File: config.mk
export PLATFORM = sky130hd
export DESIGN_NAME = fighter_action_fsm
export DESIGN_NICKNAME = d
export VERILOG_FILES = /design/src/rtl/fighter_pkg.sv /design/src/rtl/fighter_frame_timer.sv /design/src/rtl/fighter_action_fsm.sv
export SDC_FILE = /design/constraint.sdc
export NUM_CORES = 1
export LEC_CHECK = 0
export CAP_MARGIN = 20
export CORE_UTILIZATION = 35
export DETAILED_ROUTE_END_ITERATION = 8
export GPL_TIMING_DRIVEN = 0
export MAX_ROUTING_LAYER = met4
export PLACE_DENSITY = 0.67
export SKIP_CTS_REPAIR_TIMING = 1
export SLEW_MARGIN = 10
export SYNTH_ARGS = -nofsm -noshare
export SYNTH_HDL_FRONTEND = slang
export SYNTH_SLANG_ARGS = --single-unit
File: constraint.sdc
create_clock -name clk -period 5.1 [get_ports clk]
set_input_delay 0.51 -clock clk [delete_from_list [all_inputs] [get_ports clk]]
set_output_delay 0.51 -clock clk [all_outputs]
set_load 0.01 [all_outputs]
File: src/rtl/fighter_pkg.sv
// Shared state encodings, default frame constants and stun-length helper
// for the per-player fighter action FSM.
package fighter_pkg;

  typedef enum logic [3:0] {
    ST_IDLE       = 4'd0,
    ST_BACKWARD   = 4'd1,
    ST_FORWARD    = 4'd2,
    ST_ATK_START  = 4'd3,
    ST_ATK_ACTIVE = 4'd4,
    ST_ATK_REC    = 4'd5,
    ST_DIR_START  = 4'd6,
    ST_DIR_ACTIVE = 4'd7,
    ST_DIR_REC    = 4'd8,
    ST_HITSTUN    = 4'd9,
    ST_BLOCKSTUN  = 4'd10
  } state_e;

  localparam int DEF_CNT_W      = 6;
  localparam int DEF_ATK_START  = 5;
  localparam int DEF_ATK_ACTIVE = 2;
  localparam int DEF_ATK_REC    = 16;
  localparam int DEF_DIR_START  = 4;
  localparam int DEF_DIR_ACTIVE = 3;
  localparam int DEF_DIR_REC    = 15;
  localparam int DEF_HIT_OFS    = 1;
  localparam int DEF_BLK_OFS    = 3;
  localparam int DEF_BUF_FRAMES = 4;

  // Stun frames = attacker's recovery minus the hit or block offset.
  function automatic int stun_frames(
    input logic dir,
    input logic blk,
    input int   atk_rec,
    input int   dir_rec,
    input int   hit_ofs,
    input int   blk_ofs
  );
    return (dir ? dir_rec : atk_rec) - (blk ? blk_ofs : hit_ofs);
  endfunction

endpackage

File: src/rtl/fighter_frame_timer.sv
// Per-state frame counter: advances on frame ticks, clears on state change,
// saturates at all-ones, flags when it equals the terminal frame.
module fighter_frame_timer #(
  parameter int CNT_W = 6
) (
  input  logic             clk,
  input  logic             reset,
  input  logic             tick_i,
  input  logic             clr_i,
  input  logic [CNT_W-1:0] term_i,
  output logic [CNT_W-1:0] cnt_o,
  output logic             term_o
);

  logic [CNT_W-1:0] cnt_q;

  // Count frames; a clear on a tick restarts the state at frame 0.
  always_ff @(posedge clk) begin
    if (reset) begin
      cnt_q <= '0;
    end else if (tick_i) begin
      if (clr_i) begin
        cnt_q <= '0;
      end else if (cnt_q != '1) begin
        cnt_q <= cnt_q + CNT_W'(1);
      end
    end
  end

  assign cnt_o  = cnt_q;
  assign term_o = (cnt_q == term_i);

endmodule

File: src/rtl/fighter_action_fsm.sv
// Per-player action FSM: movement, neutral/directional attacks, stun states.
// Optional input buffering at the end of recovery: FIGHTER_INPUT_BUFFER_EN.
module fighter_action_fsm
  import fighter_pkg::*;
#(
  parameter int CNT_W      = DEF_CNT_W,
  parameter int ATK_START  = DEF_ATK_START,
  parameter int ATK_ACTIVE = DEF_ATK_ACTIVE,
  parameter int ATK_REC    = DEF_ATK_REC,
  parameter int DIR_START  = DEF_DIR_START,
  parameter int DIR_ACTIVE = DEF_DIR_ACTIVE,
  parameter int DIR_REC    = DEF_DIR_REC,
  parameter int HIT_OFS    = DEF_HIT_OFS,
  parameter int BLK_OFS    = DEF_BLK_OFS,
  parameter int BUF_FRAMES = DEF_BUF_FRAMES
) (
  input  logic             clk,
  input  logic             reset,
  input  logic             frame_tick,
  input  logic             left,
  input  logic             right,
  input  logic             attack,
  input  logic             got_hit,
  input  logic             got_blocked,
  input  logic             hit_by_dir,
  output logic [3:0]       state,
  output logic [CNT_W-1:0] frame_idx,
  output logic             move_flag,
  output logic             attack_flag,
  output logic             dir_atk_flag,
  output logic             hitbox_on,
  output logic             action_done
);

  localparam int MIN_REC = (ATK_REC < DIR_REC) ? ATK_REC : DIR_REC;
  localparam int MAX_CNT = 2 ** CNT_W;

  if (ATK_START < 1 || ATK_ACTIVE < 1 || ATK_REC < 1 ||
      DIR_START < 1 || DIR_ACTIVE < 1 || DIR_REC < 1 ||
      ATK_START >= MAX_CNT || ATK_ACTIVE >= MAX_CNT ||
      ATK_REC >= MAX_CNT || DIR_START >= MAX_CNT ||
      DIR_ACTIVE >= MAX_CNT || DIR_REC >= MAX_CNT ||
      HIT_OFS >= MIN_REC || BLK_OFS >= MIN_REC ||
      HIT_OFS < 0 || BLK_OFS < 0 ||
      BUF_FRAMES < 0 || BUF_FRAMES > MIN_REC) begin : g_bad_cfg
    $error("fighter_action_fsm: illegal frame timing parameters");
  end

  localparam logic [CNT_W-1:0] T_AS = CNT_W'(ATK_START - 1);
  localparam logic [CNT_W-1:0] T_AA = CNT_W'(ATK_ACTIVE - 1);
  localparam logic [CNT_W-1:0] T_AR = CNT_W'(ATK_REC - 1);
  localparam logic [CNT_W-1:0] T_DS = CNT_W'(DIR_START - 1);
  localparam logic [CNT_W-1:0] T_DA = CNT_W'(DIR_ACTIVE - 1);
  localparam logic [CNT_W-1:0] T_DR = CNT_W'(DIR_REC - 1);

  state_e           state_q, state_d;
  state_e           rec_exit;
  logic [CNT_W-1:0] stun_q, stun_d, stun_len;
  logic [CNT_W-1:0] term, cnt;
  logic             term_hit, restart, clr;
  logic             done_q, done_d;

  // Hit wins over block, so the offset is the block one only without a hit.
  assign stun_len = CNT_W'(stun_frames(hit_by_dir, ~got_hit,
                                       ATK_REC, DIR_REC,
                                       HIT_OFS, BLK_OFS));

  // Terminal frame index for the current timed state.
  always_comb begin
    term = '1;
    case (state_q)
      ST_ATK_START:  term = T_AS;
      ST_ATK_ACTIVE: term = T_AA;
      ST_ATK_REC:    term = T_AR;
      ST_DIR_START:  term = T_DS;
      ST_DIR_ACTIVE: term = T_DA;
      ST_DIR_REC:    term = T_DR;
      ST_HITSTUN,
      ST_BLOCKSTUN:  term = stun_q - CNT_W'(1);
      default:       term = '1;
    endcase
  end

  // Next-state decode; a hit preempts everything, including a running stun.
  always_comb begin
    state_d = state_q;
    stun_d  = stun_q;
    restart = 1'b0;
    done_d  = 1'b0;
    if (got_hit) begin
      state_d = ST_HITSTUN;
      stun_d  = stun_len;
      restart = 1'b1;
    end else begin
      case (state_q)
        ST_IDLE, ST_BACKWARD, ST_FORWARD: begin
          if (got_blocked) begin
            state_d = ST_BLOCKSTUN;
            stun_d  = stun_len;
          end else if (attack && (left ^ right)) begin
            state_d = ST_DIR_START;
          end else if (attack && !left && !right) begin
            state_d = ST_ATK_START;
          end else if (left && !right) begin
            state_d = ST_BACKWARD;
          end else if (right && !left) begin
            state_d = ST_FORWARD;
          end else begin
            state_d = ST_IDLE;
          end
        end
        ST_ATK_START:
          if (term_hit) state_d = ST_ATK_ACTIVE;
        ST_ATK_ACTIVE:
          if (term_hit) state_d = ST_ATK_REC;
        ST_DIR_START:
          if (term_hit) state_d = ST_DIR_ACTIVE;
        ST_DIR_ACTIVE:
          if (term_hit) state_d = ST_DIR_REC;
        ST_ATK_REC, ST_DIR_REC:
          if (term_hit) begin
            state_d = rec_exit;
            done_d  = 1'b1;
          end
        ST_HITSTUN, ST_BLOCKSTUN:
          if (term_hit) begin
            state_d = ST_IDLE;
            done_d  = 1'b1;
          end
        default: state_d = ST_IDLE;
      endcase
    end
  end

  assign clr = restart | (state_d != state_q);

  // State, latched stun length and completion pulse; moves only on ticks.
  always_ff @(posedge clk) begin
    if (reset) begin
      state_q <= ST_IDLE;
      stun_q  <= '0;
      done_q  <= 1'b0;
    end else begin
      done_q <= frame_tick & done_d;
      if (frame_tick) begin
        state_q <= state_d;
        stun_q  <= stun_d;
      end
    end
  end

`ifdef FIGHTER_INPUT_BUFFER_EN
  localparam logic [CNT_W-1:0] W_A = CNT_W'(ATK_REC - BUF_FRAMES);
  localparam logic [CNT_W-1:0] W_D = CNT_W'(DIR_REC - BUF_FRAMES);

  logic buf_q, buf_dir_q, in_win, smp, in_rec;

  assign in_rec = (state_q == ST_ATK_REC) || (state_q == ST_DIR_REC);
  assign in_win = (state_q == ST_ATK_REC && cnt >= W_A) ||
                  (state_q == ST_DIR_REC && cnt >= W_D);
  assign smp    = attack & in_win;

  // A press on the exit tick itself counts as buffered too.
  always_comb begin
    rec_exit = ST_IDLE;
    if (smp) begin
      rec_exit = (left ^ right) ? ST_DIR_START : ST_ATK_START;
    end else if (buf_q) begin
      rec_exit = buf_dir_q ? ST_DIR_START : ST_ATK_START;
    end
  end

  // Buffer lives only while recovery continues; any exit or hit drops it.
  always_ff @(posedge clk) begin
    if (reset) begin
      buf_q     <= 1'b0;
      buf_dir_q <= 1'b0;
    end else if (frame_tick) begin
      if (in_rec && state_d == state_q) begin
        buf_q <= buf_q | smp;
        if (smp) buf_dir_q <= left ^ right;
      end else begin
        buf_q <= 1'b0;
      end
    end
  end
`else
  assign rec_exit = ST_IDLE;
`endif

  fighter_frame_timer #(
    .CNT_W (CNT_W)
  ) u_timer (
    .clk    (clk),
    .reset  (reset),
    .tick_i (frame_tick),
    .clr_i  (clr),
    .term_i (term),
    .cnt_o  (cnt),
    .term_o (term_hit)
  );

  assign state        = state_q;
  assign frame_idx    = cnt;
  assign action_done  = done_q;
  assign move_flag    = (state_q == ST_BACKWARD) ||
                        (state_q == ST_FORWARD);
  assign attack_flag  = (state_q == ST_ATK_START) ||
                        (state_q == ST_ATK_ACTIVE);
  assign dir_atk_flag = (state_q == ST_DIR_START) ||
                        (state_q == ST_DIR_ACTIVE);
  assign hitbox_on    = (state_q == ST_ATK_ACTIVE) ||
                        (state_q == ST_DIR_ACTIVE);

endmodule

### Word-level counts from Yosys, hierarchy flattened

Cells that the tools add are included.

| word-level totals | value |
|---|---|
| register bits after elaboration | 17 |
| logic and storage cells | 67 |

| cells by class | value |
|---|---|
| add/sub/neg operators | 3 |
| equality and inequality tests | 13 |
| mux-type cells | 24 |
| bitwise gates (word level) | 3 |
| reductions and logical operators | 20 |

Operators by type and width:

| cell | count |
|---|---|
| one-hot mux 6 bit (7 select lines) | 1 |
| 2-to-1 mux 6 bit | 5 |
| 2-to-1 mux 4 bit | 7 |
| one-hot mux 4 bit (6 select lines) | 1 |
| equality test 4 x 3 -> 1 bit (second input constant) | 4 |
| equality test 4 bit (second input constant) | 3 |
| equality test 4 x 2 -> 1 bit (second input constant) | 2 |
| 2-to-1 mux 2 bit | 4 |
| adder 6 x 1 -> 6 bit (second input constant) | 1 |
| equality test 6 bit | 1 |
| inequality test 6 bit (second input constant) | 1 |
| nonzero test 2 bit | 3 |
| subtractor 5 x 2 -> 6 bit | 1 |
| subtractor 6 x 1 -> 6 bit (second input constant) | 1 |
| logical AND 1 bit | 5 |
| 2-to-1 mux 5 bit | 1 |
| equality test 4 x 1 -> 1 bit (second input constant) | 1 |
| zero test 4 bit | 1 |
| logical OR 1 bit | 4 |
| 2-to-1 mux 1 bit | 4 |
| inequality test 4 bit | 1 |
| OR reduction 4 bit | 1 |
| 2-to-1 mux 3 bit | 1 |
| AND reduction 3 bit | 1 |
| other kinds (7) | 8 |

### Logic depth before layout (Yosys ltp)

Gate-level depths: netlist of run 1.

| depth | value |
|---|---|
| depth in word-level cells | 13 |
| depth in mapped cells | 10 |

### Modules after synthesis

From an unflattened synthesis of run 1, not the netlist that was laid out.

| unflattened totals | value |
|---|---|
| cell total of the unflattened synthesis | 188 |
| area, all modules | 1500.2 um2 |

Modules (own cells, without submodules):

| module | instances | cells each | area each (um2) | seq. area each (um2) |
|---|---|---|---|---|
| fighter_action_fsm | 1 | 147 | 1109.8 | 200.2 |
| fighter_frame_timer | 1 | 41 | 390.4 | 120.1 |

### Least setup slack after synthesis of run 1

No wires, ideal clock.

| timing path | value |
|---|---|
| kind | register -> register |
| from | register stun_q[0] |
| to | register u_timer.cnt_q[2], in the netlist u_timer.cnt_o[2] |
| setup time | 0.143 ns |
| arrival | 2.474 ns |
| required time | 4.957 ns |
| path slack | 2.483 ns |
| cell stages (with the launch flop) | 11 |
| buffers on the path | 0 |
| period minus slack after synthesis | 2.617 ns |
| cell sequence | dfxtp_1 inv_1 ha_1 or3b_2 o41ai_1 o2111a_1 or3_1 and4_4 nand2_1 a21boi_0 nor4_1 |

| on the way | value |
|---|---|
| longest elaborated chain between the ends | 10 |
| elaborated cells on any way between the ends | 15 |
| those cells by class | add/sub (1); eq/ne (2); mux (9); bitwise (1); reduce/logical (2) |

Ends and longest elaborated chain:

| what | RTL line | RTL |
|---|---|---|
| start: declaration | fighter_action_fsm.sv:58 | `logic [CNT_W-1:0] stun_q, stun_d, stun_len;` |
| start signal: assignment | fighter_action_fsm.sv:147 | `stun_q <= stun_d;` |
| subtractor 6 x 1 -> 6 bit * | fighter_action_fsm.sv:79 | `ST_BLOCKSTUN: term = stun_q - CNT_W'(1);` |
| one-hot mux 6 bit (7 select lines) * | fighter_action_fsm.sv:71 | `case (state_q)` |
| equality test 6 bit * | fighter_frame_timer.sv:31 | `assign term_o = (cnt_q == term_i);` |
| 2-to-1 mux 4 bit, on equally long branches | - |  |
| one-hot mux 4 bit (6 select lines) * | fighter_action_fsm.sv:95 | `case (state_q)` |
| 2-to-1 mux 4 bit * | fighter_action_fsm.sv:90 | `if (got_hit) begin` |
| inequality test 4 bit * | fighter_action_fsm.sv:135 | `assign clr = restart \| (state_d != state_q);` |
| OR 1 bit * | fighter_action_fsm.sv:135 |  |
| nonzero test 2 bit (no line) | - |  |
| AND reduction 2 bit (no line) | - |  |
| end signal: assignment | fighter_frame_timer.sv:25 | `cnt_q <= cnt_q + CNT_W'(1);` |
| end: declaration | fighter_frame_timer.sv:15 | `logic [CNT_W-1:0] cnt_q;` |

Every way passes the cells marked *; elsewhere a longest branch is shown, timed or not.
A chain may end at the register's enable or synchronous reset.

### Worst setup path after layout of run 1

| timing path | value |
|---|---|
| from | register stun_q[0] |
| to | register u_timer.cnt_q[4], in the netlist u_timer.cnt_o[4] |

Same word-level chain as after synthesis.

==> run_results.csv, run 1 <==
group,metric,value,unit
outcome,status,"finished clean",
sta,fmax,329,MHz
sta,setup_viol,0,
pwr,powerDensity,196,mW/mm^2
sta,whs,0.585,ns
setup_path,worstSetupPathType,"reg -> reg",
yosys,avgSynthCellArea,7.38,sq um
yosys,synth_flop_cell,"dfxtp_1",
drt,drc,0,
floorplan,io_pins,24,
clock_tree,clock_latency,0.26,ns
setup_path,crit_required,5.21,ns
clock_tree,clk_path_buf_depth,2,
global_routing,grt_max_degree,11,
drt,ant_nets,0,
yosys,synthArstFlopShare,0,%
clock_tree,tritoncts,"yes",
yosys,syn_area,0.00151,sq mm
setup_path,worst-path-max-fanout,7,
finish,diodes,0,
clock_tree,h-tree-depth,1,
finish,drive_gt1_share,10.8,%
sta,final_hold_viol_count,0,
floorplan,fp.dieW,67.6,microns
pwr,irDropWorstVdd,0.000138,V
finish,fill_cells,399,
floorplan,rows,23,
yosys,syn_nets,218,
drt,num_vias,1630,
sta,worst_pin_slew,0.730,ns
sta,finalCritPeriodShare,59.6,%
setup_path,arrival,3.15,ns
yosys,synth_top_area_share,21.3,%
setup_path,reg2regPathDepth,10,
drt,wire_per_inst,14.2,microns
floorplan,coreArea,0.00406,sq mm
setup_path,worst_setup_path_start_kind,"flip-flop",
sta,maxSlewHeadroom,50.9,%
global_routing,grt_util_all_layers,19.8,%
global_routing,gr-total-overflow,0,
finish,nets,246,
sta,fin_skew,0.00604,ns
yosys,synth_top_area_cell,"dfxtp_1",
drt,wl,3990,microns
sta,rsz0062_at_grt,"no",
min_path,hold_path_class,"reg -> reg",
setup_path,worstSetupEndpointType,"flip-flop",
clock_tree,clkSlewWorstSetupHoldPaths,0.07,ns
yosys,synth-adder-area-share,4.16,%
floorplan,die_area,0.00457,sq mm
global_routing,grt_pass1_vias,1436,
placed_design,globalplace.congestion,0.870,
yosys,synth-seq-cells,16,
global_routing,antenna_found_initial,0,
drt,vias_per_cell,5.80,
clock_tree,cts_buffers,3,
flow_run,maxCapViolCount,0,
min_path,holdPathStages,2,
global_routing,grt_pass1_wl,6680,microns
yosys,synth-simple-area-share,34.6,%
yosys,synth_mux_area_share,0.665,%
yosys,synthXorXnorAreaFrac,4.66,%
finish,utilization,45.7,%
yosys,seq_area_frac_synth,21.3,%
floorplan,start_util,37.1,%
drt,first_pass_iters,4,
pwr,power.leakage,0.000656,uW
sta,finalMaxSlewViolations,0,
clock_tree,clkSinkCount,16,
clock_tree,cts_root_buffer,"clkbuf_8",
yosys,synth_edf_count,0,
yosys,synth_cell_types,61,
yosys,yosysWarnings,0,
yosys,syn_inst,204,
drt,drt_iter0_markers,105,
yosys,synth_compound_area_share,27.0,%
placed_design,io_buffers,23,
sta,tns,0,ns
floorplan,die_y,67.6,microns
yosys,synth_area_leaders,"dfxtp_1, nor2_1, ha_1",
finish,syn_to_final_growth,23.1,%
yosys,synth_top_family_by_area,"simple AND/OR/NAND/NOR gates",
sta,period_minus_slack,3.04,ns
placed_design,dpl.hpwl,3010,microns
state kept, by name, indices dropped and copies added, names as in the netlist:
register	cells
stun_q	5
action_done	1
state	4
u_timer.cnt_o	6
per-stage QoR:
| step | instances | area (sq um) | worst slack, ns | power, uW |
|---|---|---|---|---|
| after floorplan | 204 | 1510 | 2.48 | 214 |
| after global placement | 277 | 1800 | 1.98 | 248 |
| after detailed placement | 277 | 1800 | 1.99 | 248 |
| after CTS | 281 | 1850 | 2.06 | 363 |
| after global routing | 281 | 1850 | 1.84 | 383 |
| final | 281 | 1850 | 2.06 | 364 |
critical path, stage by stage (launching register included):
cell and delay, ns:
dfxtp_1 0.42, inv_1 0.11, ha_1 0.29, or3b_2 0.46
o41ai_1 0.24, o2111a_1 0.22, or3_1 0.13, and4_4 0.25
nand2_1 0.06, a21boi_0 0.59, nor4_1 0.12
report_power, final:
group	total (uW)	internal (uW)	switching, uW
Clock	117	68.6	48.3
Combinational	110	49.8	60.2
Sequential	137	130	6.66
Total	364	249	115
cells in the final DEF (no fill, tap or decap), drive strengths merged, types with 4 or more instances in the layout:
| cell | Yosys | final |
|---|---|---|
| nor2 | 24 | 24 |
| clkdlybuf4s50 | 0 | 23 |
| dfxtp | 16 | 16 |
| nand2 | 14 | 14 |
| inv | 12 | 12 |
| clkbuf | 8 | 12 |
| a21oi | 11 | 11 |
| nor3 | 10 | 10 |
| o21ai | 7 | 7 |
| nand4 | 6 | 6 |
| or3 | 6 | 6 |
| xnor2 | 5 | 5 |
| nand3 | 5 | 5 |
| ha | 5 | 5 |
| a211oi | 5 | 5 |
| buf | 4 | 4 |
| nor2b | 4 | 4 |
| nand2b | 4 | 4 |
| a31oi | 4 | 4 |
| o31ai | 4 | 4 |
cell usage after synthesis, types with 2 or more instances:
master / number
nor2_1: 24
dfxtp_1: 16
nand2_1: 14
inv_1: 12
a21oi_1: 10
nor3_1: 10
o21ai_0: 7
clkbuf_1: 6
nand4_1: 6
ha_1: 5
nand3_1: 5
xnor2_1: 5
a211oi_1: 4
a31oi_1: 4
buf_2: 4
nand2b_1: 4
nor2b_1: 4
o31ai_1: 4
or3_1: 4
nand4b_1: 3
o211ai_1: 3
xor2_1: 3
a21boi_0: 2
a311oi_1: 2
and2_1: 2
clkbuf_8: 2
nor3b_1: 2
nor4_1: 2
o2111a_1: 2
or3_2: 2
layer usage:
metal	GRT usage (%)	wire [microns]	up-vias
li1	-	-	818
met1	26.6	1890	741
met2	28.3	1730	64
met3	4.73	315	7
met4	6.91	58	0
met5	-	0	-
cell families (layout without fill, tap and decap cells):
kind of cell             after synthesis  after routing
AND/OR/NAND/NOR                       94             94
multiplexers                           1              1
adder cells (fa/ha/maj)                5              5
AO/OA/AOI/OAI                         56             56
XOR/XNOR                               8              8
buffers and inverters                 24             51
flip-flops                            16             16
worst paths after layout:
check	start	to	slack (ns)
worst min-delay path	u_timer.cnt_o[3]	u_timer.cnt_o[3]	0.59
worst max register to register	stun_q[0]	u_timer.cnt_o[4]	2.06
worst min register to register	u_timer.cnt_o[3]	u_timer.cnt_o[3]	0.59
worst max-delay path	stun_q[0]	u_timer.cnt_o[4]	2.06
final cells by class:
| cell class | instances | area (sq um) | share of cell area, % |
|---|---|---|---|
| Clock buffer | 4 | 55.1 | 2.97 |
| Buffer | 12 | 70.1 | 3.78 |
| Multi-Input combinational cell | 164 | 1070 | 57.7 |
| Timing Repair Buffer | 23 | 230 | 12.4 |
| Tap cell | 50 | 62.6 | 3.38 |
| Sequential cell | 16 | 320 | 17.3 |
| Inverter | 12 | 45.0 | 2.43 |
(Power assumes the default switching activity.)
==> run 2, diff against run 1 <==
==> constraint.sdc (replaced) <==
create_clock -name clk -period 3 [get_ports clk]
set_input_delay 0.3 -clock clk [delete_from_list [all_inputs] [get_ports clk]]
set_output_delay 0.3 -clock clk [all_outputs]
set_load 0.01 [all_outputs]
==> run_results.csv, run 2 (synthesized netlist as in run 1, its figures left out) <==
group,metric,value,unit
finish,largest_register_ff_count,6,
drt,drt_iter0_markers,137,
setup_path,crit_path_start,"stun_q[0]",
clock_tree,clkSinkCount,16,
outcome,status,"finished clean",
clock_tree,cts_buffers,3,
setup_path,r2r-start,"stun_q[0]",
setup_path,worstSetupPathType,"reg -> reg",
pwr,intPower,424,uW
setup_path,crit_required,3.17,ns
sta,period_minus_slack,2.72,ns
finish,diodes,0,
drt,wl,4010,microns
floorplan,die_area,0.00457,sq mm
placed_design,dpl.hpwl,3010,microns
drt,first_pass_iters,5,
global_routing,gr-total-overflow,0,
setup_path,r2r_slack,0.28,ns
pwr,switching_power,197,uW
clock_tree,tritoncts,"yes",
drt,wire_per_inst,14.3,microns
placed_design,globalplace.congestion,0.870,
pwr,p_clk_share,32.2,%
setup_path,reg2regPathDepth,10,
finish,drive_gt1_share,12.1,%
pwr,seqPwrFrac,37.5,%
finish,utilization,45.8,%
setup_path,reg2reg_to,"u_timer.cnt_o[5]",
drt,ant_nets,0,
setup_path,worst-path-max-fanout,7,
floorplan,rows,23,
clock_tree,cts_root_buffer,"clkbuf_8",
finish,nets,246,
pwr,irDropWorstVdd,0.000237,V
setup_path,arrival,2.89,ns
global_routing,grt_pass1_wl,6680,microns
global_routing,antenna_found_initial,0,
sta,finalMaxSlewViolations,0,
pwr,switching_share,31.7,%
sta,maxSlewHeadroom,64.6,%
clock_tree,h-tree-depth,1,
finish,final_cell_mix,"nor2_1, clkdlybuf4s50_1, nand2_1, dfxtp_1, inv_1",
sta,final_hold_viol_count,0,
sta,fin_skew,0.00712,ns
sta,tns,0,ns
global_routing,grt_util_all_layers,19.8,%
sta,fmax,367,MHz
setup_path,worst_setup_path_start_kind,"flip-flop",
pwr,power.leakage,0.000656,uW
clock_tree,clkSlewWorstSetupHoldPaths,0.06,ns
finish,syn_to_final_growth,23.4,%
setup_path,critPathCapture,"u_timer.cnt_o[5]",
setup_path,worstSetupEndpointType,"flip-flop",
sta,worst_pin_slew,0.531,ns
drt,num_vias,1635,
pwr,p_comb_share,30.3,%
min_path,hold_path_class,"reg -> reg",
drt,vias_per_cell,5.82,
clock_tree,clock_latency,0.26,ns
flow_run,maxCapViolCount,0,
placed_design,io_buffers,23,
drt,drc,0,
floorplan,io_pins,24,
finish,layout_commonest_cell,"nor2_1",
sta,rsz0062_at_grt,"no",
floorplan,start_util,37.1,%
floorplan,fp.dieW,67.6,microns
floorplan,die_y,67.6,microns
sta,setup_viol,0,
clock_tree,clk_path_buf_depth,2,
sta,finalCritPeriodShare,90.7,%
global_routing,grt_max_degree,11,
floorplan,coreArea,0.00406,sq mm
global_routing,grt_pass1_vias,1436,
pwr,powerDensity,334,mW/mm^2
-- run 2: worst max-delay path, cell delays in order (launching register included) --
cell      delay, ns
dfxtp_2        0.38
inv_1          0.09
ha_2           0.23
or3b_2         0.45
o41ai_1        0.24
o2111a_1       0.22
or3_1          0.14
and4_4         0.26
a21oi_2        0.09
or3_1          0.34
a211oi_1       0.22
-- run 2: worst min-delay path by stage --
| stage | from | endpoint | slack [ns] | depth (start not counted) |
|---|---|---|---|---|
| finish | stun_q[1] | stun_q[1] | 0.55 | 2 |
| global route | stun_q[0] | stun_q[0] | 0.60 | 2 |
| CTS | stun_q[0] | stun_q[0] | 0.58 | 2 |
| detailed placement | stun_q[1] | stun_q[1] | 0.57 | 2 |
| global placement | stun_q[0] | stun_q[0] | 0.57 | 2 |
| floorplan | reset | u_timer.cnt_o[4] | 0.38 | 1 |
-- run 2: cell type report --
cell class                 instances  area [sq um]
multi-input combinational        164          1070
tap                               50          62.6
sequential                        16           323
buffer                            12          70.1
inverter                          12          45.0
clock buffer                       4          55.1
timing repair buffer              23           230
fill                             398          2200
-- run 2: metrics by stage --
stage          cells  setup WS, ns  hold slack (ns)  total power [uW]  area, sq um
2_1_floorplan    204         0.383            0.376               364         1510
3_3_place_gp     277       -0.0516            0.571               421         1800
3_5_place_dp     277       -0.0124            0.575               421         1800
4_1_cts          281       -0.0445            0.584               617         1850
5_1_grt          281        0.0627            0.595               653         1860
6_report         281         0.278            0.549               620         1860
-- run 2: metal layers --
metal  wire (microns)  share of wire (%)  track usage [%]
met4               68                1.7             6.91
met5                0                  0                -
met1             1870                 47             26.6
met3              336                8.4             4.73
met2             1730                 43             28.3
-- run 2: power by group through the flow --
stage / clock network (uW) / logic [uW] / registers, uW
2_1_floorplan: 0 / 127 / 236
3_3_place_gp: 0 / 184 / 237
3_5_place_dp: 0 / 184 / 237
4_1_cts: 200 / 185 / 232
5_1_grt: 210 / 209 / 234
6_report: 200 / 188 / 233
==> run 3, diff against run 2 <==
--- a/config.mk
+++ b/config.mk
@@ -10,7 +10,6 @@
 export DETAILED_ROUTE_END_ITERATION = 8
 export GPL_TIMING_DRIVEN = 0
 export MAX_ROUTING_LAYER = met4
-export PLACE_DENSITY = 0.67
 export SKIP_CTS_REPAIR_TIMING = 1
 export SLEW_MARGIN = 10
 export SYNTH_ARGS = -nofsm -noshare
==> run_results.csv, run 3 (synthesized netlist as in run 1, its figures left out) <==
group,metric,value,unit
sta,period_minus_slack,2.76,ns
placed_design,globalplace.congestion,0.925,
drt,wl_met3,320,microns
clock_tree,clock_latency,0.26,ns
global_routing,grt_pass1_vias,1408,
setup_path,reg2regPathDepth,10,
drt,num_vias,1622,
pwr,p_comb_share,30.1,%
setup_path,worst-path-max-fanout,7,
pwr,powerDensity,335,mW/mm^2
global_routing,antenna_found_initial,0,
drt,wire_per_inst,15.0,microns
flow_run,maxCapViolCount,0,
finish,diodes,0,
sta,finalCritPeriodShare,92.0,%
sta,whs,0.559,ns
setup_path,worst_setup_path_start_kind,"flip-flop",
global_routing,gr-total-overflow,0,
drt,wl_met1,1930,microns
floorplan,start_util,37.1,%
drt,first_pass_iters,4,
clock_tree,clkSinkCount,16,
clock_tree,cts_buffers,3,
setup_path,cp_common_cell,"or3_1",
pwr,power.leakage,0.000657,uW
sta,final_hold_viol_count,0,
clock_tree,h-tree-depth,1,
finish,nets,246,
floorplan,rows,23,
drt,drt_iter0_markers,96,
pwr,intPower,423,uW
sta,rsz0062_at_grt,"no",
sta,maxSlewHeadroom,68.0,%
floorplan,io_pins,24,
finish,final_cell_mix,"nor2_1, clkdlybuf4s50_1, nand2_1, dfxtp_1, inv_1",
outcome,status,"finished clean",
placed_design,io_buffers,23,
floorplan,coreArea,0.00406,sq mm
sta,fmax,362,MHz
pwr,switching_power,200,uW
global_routing,grt_max_degree,11,
setup_path,crit_path_max_incr_delay,0.63,ns
clock_tree,cts_root_buffer,"clkbuf_8",
setup_path,path_cells,"inv_1, ha_1, or4bb_2, o221ai_1, o2111a_1, or3_1, and4_4, a21oi_2, or3_1, a211oi_1",
min_path,holdPathStages,2,
drt,highest_layer,"met4",
pwr,irDropWorstVdd,0.000152,V
floorplan,die_area,0.00457,sq mm
min_path,hold_path_class,"reg -> reg",
finish,largest_register_ff_count,6,
setup_path,crit_path_top_delay_cell,"or4bb_2",
sta,worst_pin_slew,0.479,ns
finish,drive_gt1_share,12.1,%
setup_path,crit_required,3.18,ns
setup_path,r2r_slack,0.24,ns
drt,vias_per_cell,5.77,
clock_tree,tritoncts,"yes",
clock_tree,clkSlewWorstSetupHoldPaths,0.07,ns
floorplan,die_y,67.6,microns
sta,setup_viol,0,
drt,ant_nets,0,
finish,syn_to_final_growth,23.8,%
global_routing,grt_pass1_wl,6890,microns
clock_tree,clk_path_buf_depth,2,
drt,wl,4210,microns
global_routing,grt_util_all_layers,20.9,%
pwr,seqPwrFrac,37.4,%
pwr,p_clk_share,32.5,%
pwr,switching_share,32.1,%
placed_design,dpl.hpwl,3190,microns
drt,routed-wl-met2,1880,microns
finish,layout_commonest_cell,"nor2_1",
drt,drc,0,
floorplan,fp.dieW,67.6,microns
sta,finalMaxSlewViolations,0,
sta,fin_skew,0.00299,ns
setup_path,arrival,2.94,ns
setup_path,worstSetupPathType,"reg -> reg",
finish,utilization,45.9,%
setup_path,worstSetupEndpointType,"flip-flop",
-- run 3: cell count changes in the layout (fill, tap and decap cells not counted) --
cell | previous run | this run
o41ai_2 | 0 | 1
o41ai_1 | 1 | 0
ha_1 | 4 | 5
ha_2 | 1 | 0
-- run 3: final cells by class --
cell class              count  area (sq um)
well taps                  50          62.6
inverters                  12          45.0
clock buffers               4          55.1
repair buffers             23           230
fillers                   431          2190
multi-input cells         164          1080
plain buffers              12          70.1
flip-flops and latches     16           323
-- run 3: metal layers --
layer,vias to the layer above,track usage (%)
li1,819,-
met1,735,28.2
met2,61,31.4
met3,7,2.20
met4,0,8.51
met5,-,-
-- run 3: worst paths after layout --
kind,startpoint,end
min,stun_q[1],stun_q[1]
max reg2reg,stun_q[0],u_timer.cnt_o[3]
min reg2reg,stun_q[1],stun_q[1]
max,stun_q[0],u_timer.cnt_o[3]
-- run 3: critical path, delay by kind of cell, from the launching register on --
kind,cells,cell delay (ns)
compound gates,4,0.59
fa+ha+maj,1,0.28
buf+inv,1,0.10
flops,1,0.35
simple gates,4,1.37
-- run 3: power by group through the flow --
stage                     logic, uW  clock network [uW]  registers (uW)
after global placement          185                   0             238
after detailed placement        185                   0             237
after global routing            208                 217             235
after floorplan                 127                   0             236
after CTS                       186                 206             233
final                           188                 203             233
-- run 3: metrics by stage --
step                      power [uW]  setup TNS, ns  cells  instance area (sq um)  setup WS (ns)
after floorplan                  364              0    204                   1510          0.383
after global placement           422        -0.0974    277                   1800        -0.0438
after detailed placement         422        -0.0854    277                   1800        -0.0320
after CTS                        624         -0.193    281                   1850        -0.0533
after global routing             660              0    281                   1860         0.0499
final                            624              0    281                   1860          0.241
